[src/rtl/sync_fifo.sv]
// rtl/sync_fifo.sv - synchronous valid/ready FIFO with power-of-two depth and clock enable
//
// Optional build macro: FIFO_COUNT_EN adds the `count` output (current occupancy).
//
// Parameters:
//   W        data width in bits (>= 1)
//   N        capacity in entries (power of two, >= 1)
// Ports:
//   clk      clock, rising edge
//   rst      asynchronous active-low reset
//   clk_en   clock enable; when low all state holds
//   i_valid  producer offers word on i
//   i_ready  FIFO can accept a word (not full)
//   i        write data
//   o_valid  head word available on o (not empty)
//   o_ready  consumer takes head word
//   o        head data, zero when empty
//   count    occupancy (FIFO_COUNT_EN builds only)

module sync_fifo #(
    parameter int W = 32,
    parameter int N = 2
) (
    input  logic                   clk,
    input  logic                   rst,
    input  logic                   clk_en,
    input  logic                   i_valid,
    output logic                   i_ready,
    input  logic [W-1:0]           i,
    output logic                   o_valid,
    input  logic                   o_ready,
    output logic [W-1:0]           o
`ifdef FIFO_COUNT_EN
    ,
    output logic [$clog2(N+1)-1:0] count
`endif
);

    localparam int CW = $clog2(N + 1);
    // A depth of one needs no pointer bits; keep a single bit that is held at zero.
    localparam int AW = (N > 1) ? $clog2(N) : 1;

    logic [W-1:0]  mem [N];
    logic [AW-1:0] rd_ptr;
    logic [AW-1:0] wr_ptr;
    logic [AW-1:0] rd_ptr_nxt;
    logic [AW-1:0] wr_ptr_nxt;
    logic [CW-1:0] cnt;
    logic          full;
    logic          empty;
    logic          push;
    logic          pop;
    logic [W-1:0]  head;

    assign full    = (cnt == CW'(N));
    assign empty   = (cnt == '0);
    assign i_ready = !full;
    assign o_valid = !empty;

    // Handshakes qualify on registered status only, so a pop on a full FIFO
    // does not open space for a push in the same cycle.
    assign push = clk_en & i_valid & i_ready;
    assign pop  = clk_en & o_valid & o_ready;

    generate
        if (N == 1) begin : g_single
            assign rd_ptr_nxt = '0;
            assign wr_ptr_nxt = '0;
            assign head       = mem[0];
        end else begin : g_multi
            // Power-of-two depth: pointer overflow is the modulo-N wrap.
            assign rd_ptr_nxt = rd_ptr + AW'(1);
            assign wr_ptr_nxt = wr_ptr + AW'(1);
            assign head       = mem[rd_ptr];
        end
    endgenerate

    assign o = empty ? '0 : head;

    // Storage is deliberately not reset; cnt gates visibility of stale entries.
    always_ff @(posedge clk) begin
        if (push) begin
            mem[wr_ptr] <= i;
        end
    end

    always_ff @(posedge clk or negedge rst) begin
        if (!rst) begin
            rd_ptr <= '0;
            wr_ptr <= '0;
            cnt    <= '0;
        end else begin
            if (push) begin
                wr_ptr <= wr_ptr_nxt;
            end
            if (pop) begin
                rd_ptr <= rd_ptr_nxt;
            end
            case ({push, pop})
                2'b10:   cnt <= cnt + CW'(1);
                2'b01:   cnt <= cnt - CW'(1);
                default: cnt <= cnt;
            endcase
        end
    end

`ifdef FIFO_COUNT_EN
    assign count = cnt;
`endif

endmodule

[config.mk]
export PLATFORM = sky130hd
export DESIGN_NAME = sync_fifo
export DESIGN_NICKNAME = d
export VERILOG_FILES = /design/src/rtl/sync_fifo.sv
export SDC_FILE = /design/constraint.sdc
export NUM_CORES = 1
export LEC_CHECK = 0
export CAP_MARGIN = 20
export CORE_ASPECT_RATIO = 1.4
export CORE_MARGIN = 2
export CORE_UTILIZATION = 47
export CTS_CLUSTER_SIZE = 12
export DETAILED_ROUTE_END_ITERATION = 8
export PLACE_DENSITY_LB_ADDON = 0.05
export REMOVE_ABC_BUFFERS = 1
export SYNTH_ARGS = -nofsm -noshare
export SYNTH_HDL_FRONTEND = slang
export SYNTH_SLANG_ARGS = --single-unit
[constraint.sdc]
create_clock -name clk -period 3.3 [get_ports clk]
set_input_delay 0.66 -clock clk [delete_from_list [all_inputs] [get_ports clk]]
set_output_delay 0.66 -clock clk [all_outputs]
set_load 0.005 [all_outputs]
==> results_dict.tcl <==
set metrics [dict create \
    outcome "finished, final reports clean" \
    hpwl_mm 3.17 \
    die_w_um 67.0 \
    crit_start "rd_ptr$_DFFE_PN0P_" \
    fp-row-count 32 \
    cts_resized 0 \
    slowest_delay_ps 1010 \
    start_kind "flop" \
    start_util_pct 48.0 \
    viasPerCell 4.84 \
    dr.first_iter.drc_count 75 \
    timing.fmax_ghz 0.350 \
    r2r_start "cnt[0]$_DFFE_PN0P_" \
    post_cts_buffers 0 \
    wl_met2_mm 2.55 \
    avgSynthCellArea_um2 17.0 \
    critical_path_buf_inv_count 1 \
    place_ws_ps 779 \
    regArea_um2 2020 \
    cp-end-kind "primary output" \
    final_cell_count_no_fill 306 \
    grt_overflow 0 \
    ant_nets 0 \
    critPathRequiredTime_ps 2640 \
    top_layer "met4" \
    setup_tns_ps 0 \
    drive_above_1_share_pct 10.9 \
    final.setup_skew_ps 4.49 \
    drv_cap 0 \
    antenna_found_initial 0 \
    syn-instance-count 154 \
    grt_usage_pct 16.6 \
    arrival_ps 2200 \
    totalWireLength_mm 4.55 \
    synth_cell_types 15 \
    place_congestion 0.649 \
    period_minus_slack_ps 2860 \
    cts_sinks 68 \
    grt_start_max_net_pins 34 \
    die_area_um2 6180 \
    relSlewSlack_pct 34.6 \
    fin_crit_sh_pct 86.6 \
    fin_util_pct 66.0 \
    syn2layout_area_growth_pct 37.5 \
    path_max_fanout 33 \
    irDropWorstVdd_v 0.000487 \
    hold_class "reg2reg" \
    maxSlewViolCount 0 \
    first_pass_iters 4 \
    leakage_nw 1.32 \
    placement.io_buffers 70 \
    cts_max_level 3 \
    synth_area_leaders "edfxtp_1, mux2i_1, nor2_1, dfrtp_1, xnor2_1" \
    powerDensity_nw_per_um2 792 \
    drc 0 \
    fin_ws_ps 442 \
    hold_viol 0 \
    worstHoldStart "cnt[1]$_DFFE_PN0P_" \
    nFillCells 409 \
    worst_pin_slew_ps 981 \
    grt_pass1_wl_mm 7.38 \
    setup_viol 0 \
    clockRootBuffer "clkbuf_8" \
    grt_pass1_vias 1611 \
    numCtsBuffers 9 \
    synth_area_um2 2610 \
    clk_path_buf_depth 2 \
    clock_latency_ps 320 \
    grt_setup_unrepaired "false" \
    wl_per_cell_um 14.9 \
    yosys_warnings 0 \
    path_class "reg2out" \
    diodes 0 \
    cts_tree "done" \
    fp.coreArea_um2 5450 \
    ctsHoldBuffers 0 \
    dr_wl_met3_um 234 \
    synth_seq_area_share_pct 77.4 \
    synth_top_area_share_pct 73.5 \
    drt-met1-wl_mm 1.69 \
    io_pins 71 \
    dp_cells 290 \
    clkTransAtPathRegs_ps 70 \
    critPathTopFamily "flip-flops" \
    die_h_um 92.2 \
    nets 271 \
    multi_input_area_um2 557 \
    cp_slowest_cell "dfrtp_2" \
    vias 1480 \
    yosysTopAreaCell "edfxtp_1" \
    ys_ff_latch 68 \
    crit_path_cell_trace "mux2i_1 -> nor2_1 -> clkdlybuf4s50_1" \
]
-- cell families (layout without fill, tap and decap cells) --
kind of cell               Yosys count  after routing  share of synthesized area, %
buffers and inverters                9             93                          1.91
and+or+nand+nor                     39             39                          6.32
DFF                                 68             68                          77.4
adders and majority gates            1              1                         0.479
xor gates and xnor gates             5              5                          1.68
muxes                               32             32                          12.3
-- per-stage QoR --
stage | area (um2) | total power (W) | hold slack (ps)
2_1_floorplan | 2570 | 0.00164 | 364
3_3_place_gp | 3410 | 0.00224 | 501
3_5_place_dp | 3410 | 0.00226 | 515
4_1_cts | 3590 | 0.00289 | 519
5_1_grt | 3590 | 0.00302 | 530
6_report | 3590 | 0.00285 | 523
-- cell usage after synthesis (all sizes together) --
cell type,instances
edfxtp,64
nor2,36
mux2i,32
buf,7
dfrtp,4
xnor2,3
inv,2
xor2,2
and3,1
ha,1
nand2b,1
nand3,1
-- area by class of cell --
type | count | area share (%)
clock buffers | 11 | 3.65
clock inverters | 5 | 1.46
inverters | 2 | 0.209
multi-input cells | 77 | 15.5
flip-flops and latches | 68 | 56.3
well taps | 68 | 2.37
repair buffers | 75 | 20.5
-- report_power, final --
part / total (W) / internal, W / switching (W)
registers: 0.00123 / 0.00108 / 0.000149
logic: 0.000996 / 0.000626 / 0.000369
clock network: 0.000621 / 0.000345 / 0.000276
total: 0.00285 / 0.00205 / 0.000795
-- worst register-to-register path, stage by stage, from the launching register on --
cell      delay, ps
dfrtp_1         420
nand2b_1        170
nand3_2         180
nor2_4          460
buf_4           340
-- registers in the layout, indices dropped and copies added, names as in the netlist --
name,flops
cnt,2
mem,64
rd_ptr,1
wr_ptr,1
-- cell usage in the layout (no fill, tap or decap) --
cell,instances
and3_4,1
buf_4,5
bufinv_16,1
clkbuf_1,2
clkbuf_8,9
clkdlybuf4s50_1,70
clkinv_2,3
clkinvlp_4,1
dfrtp_1,3
dfrtp_2,1
edfxtp_1,64
ha_1,1
inv_1,1
inv_2,1
mux2i_1,32
nand2b_1,1
nand3_2,1
nor2_1,33
nor2_2,1
nor2_4,2
xnor2_1,3
xor2_1,2
-- worst paths after layout --
kind | to | slack, ps | depth (start not counted)
worst max-delay path | o[28] | 440 | 3
worst min-delay path | cnt[1]$_DFFE_PN0P_ | 520 | 1
worst min register to register | cnt[1]$_DFFE_PN0P_ | 520 | 1
worst max register to register | mem[1][17]$_DFFE_PP_ | 1420 | 4
min in group asynchronous | cnt[1]$_DFFE_PN0P_ | 540 | 1
max in group asynchronous | rd_ptr$_DFFE_PN0P_ | 2580 | 1
-- routing by layer --
layer  GRT usage (%)  up-vias
met5               0        -
met4            7.65        0
met3            4.91        8
met2            28.7       42
met1            18.3      715
li1                -      715
(Power assumes the default switching activity.)
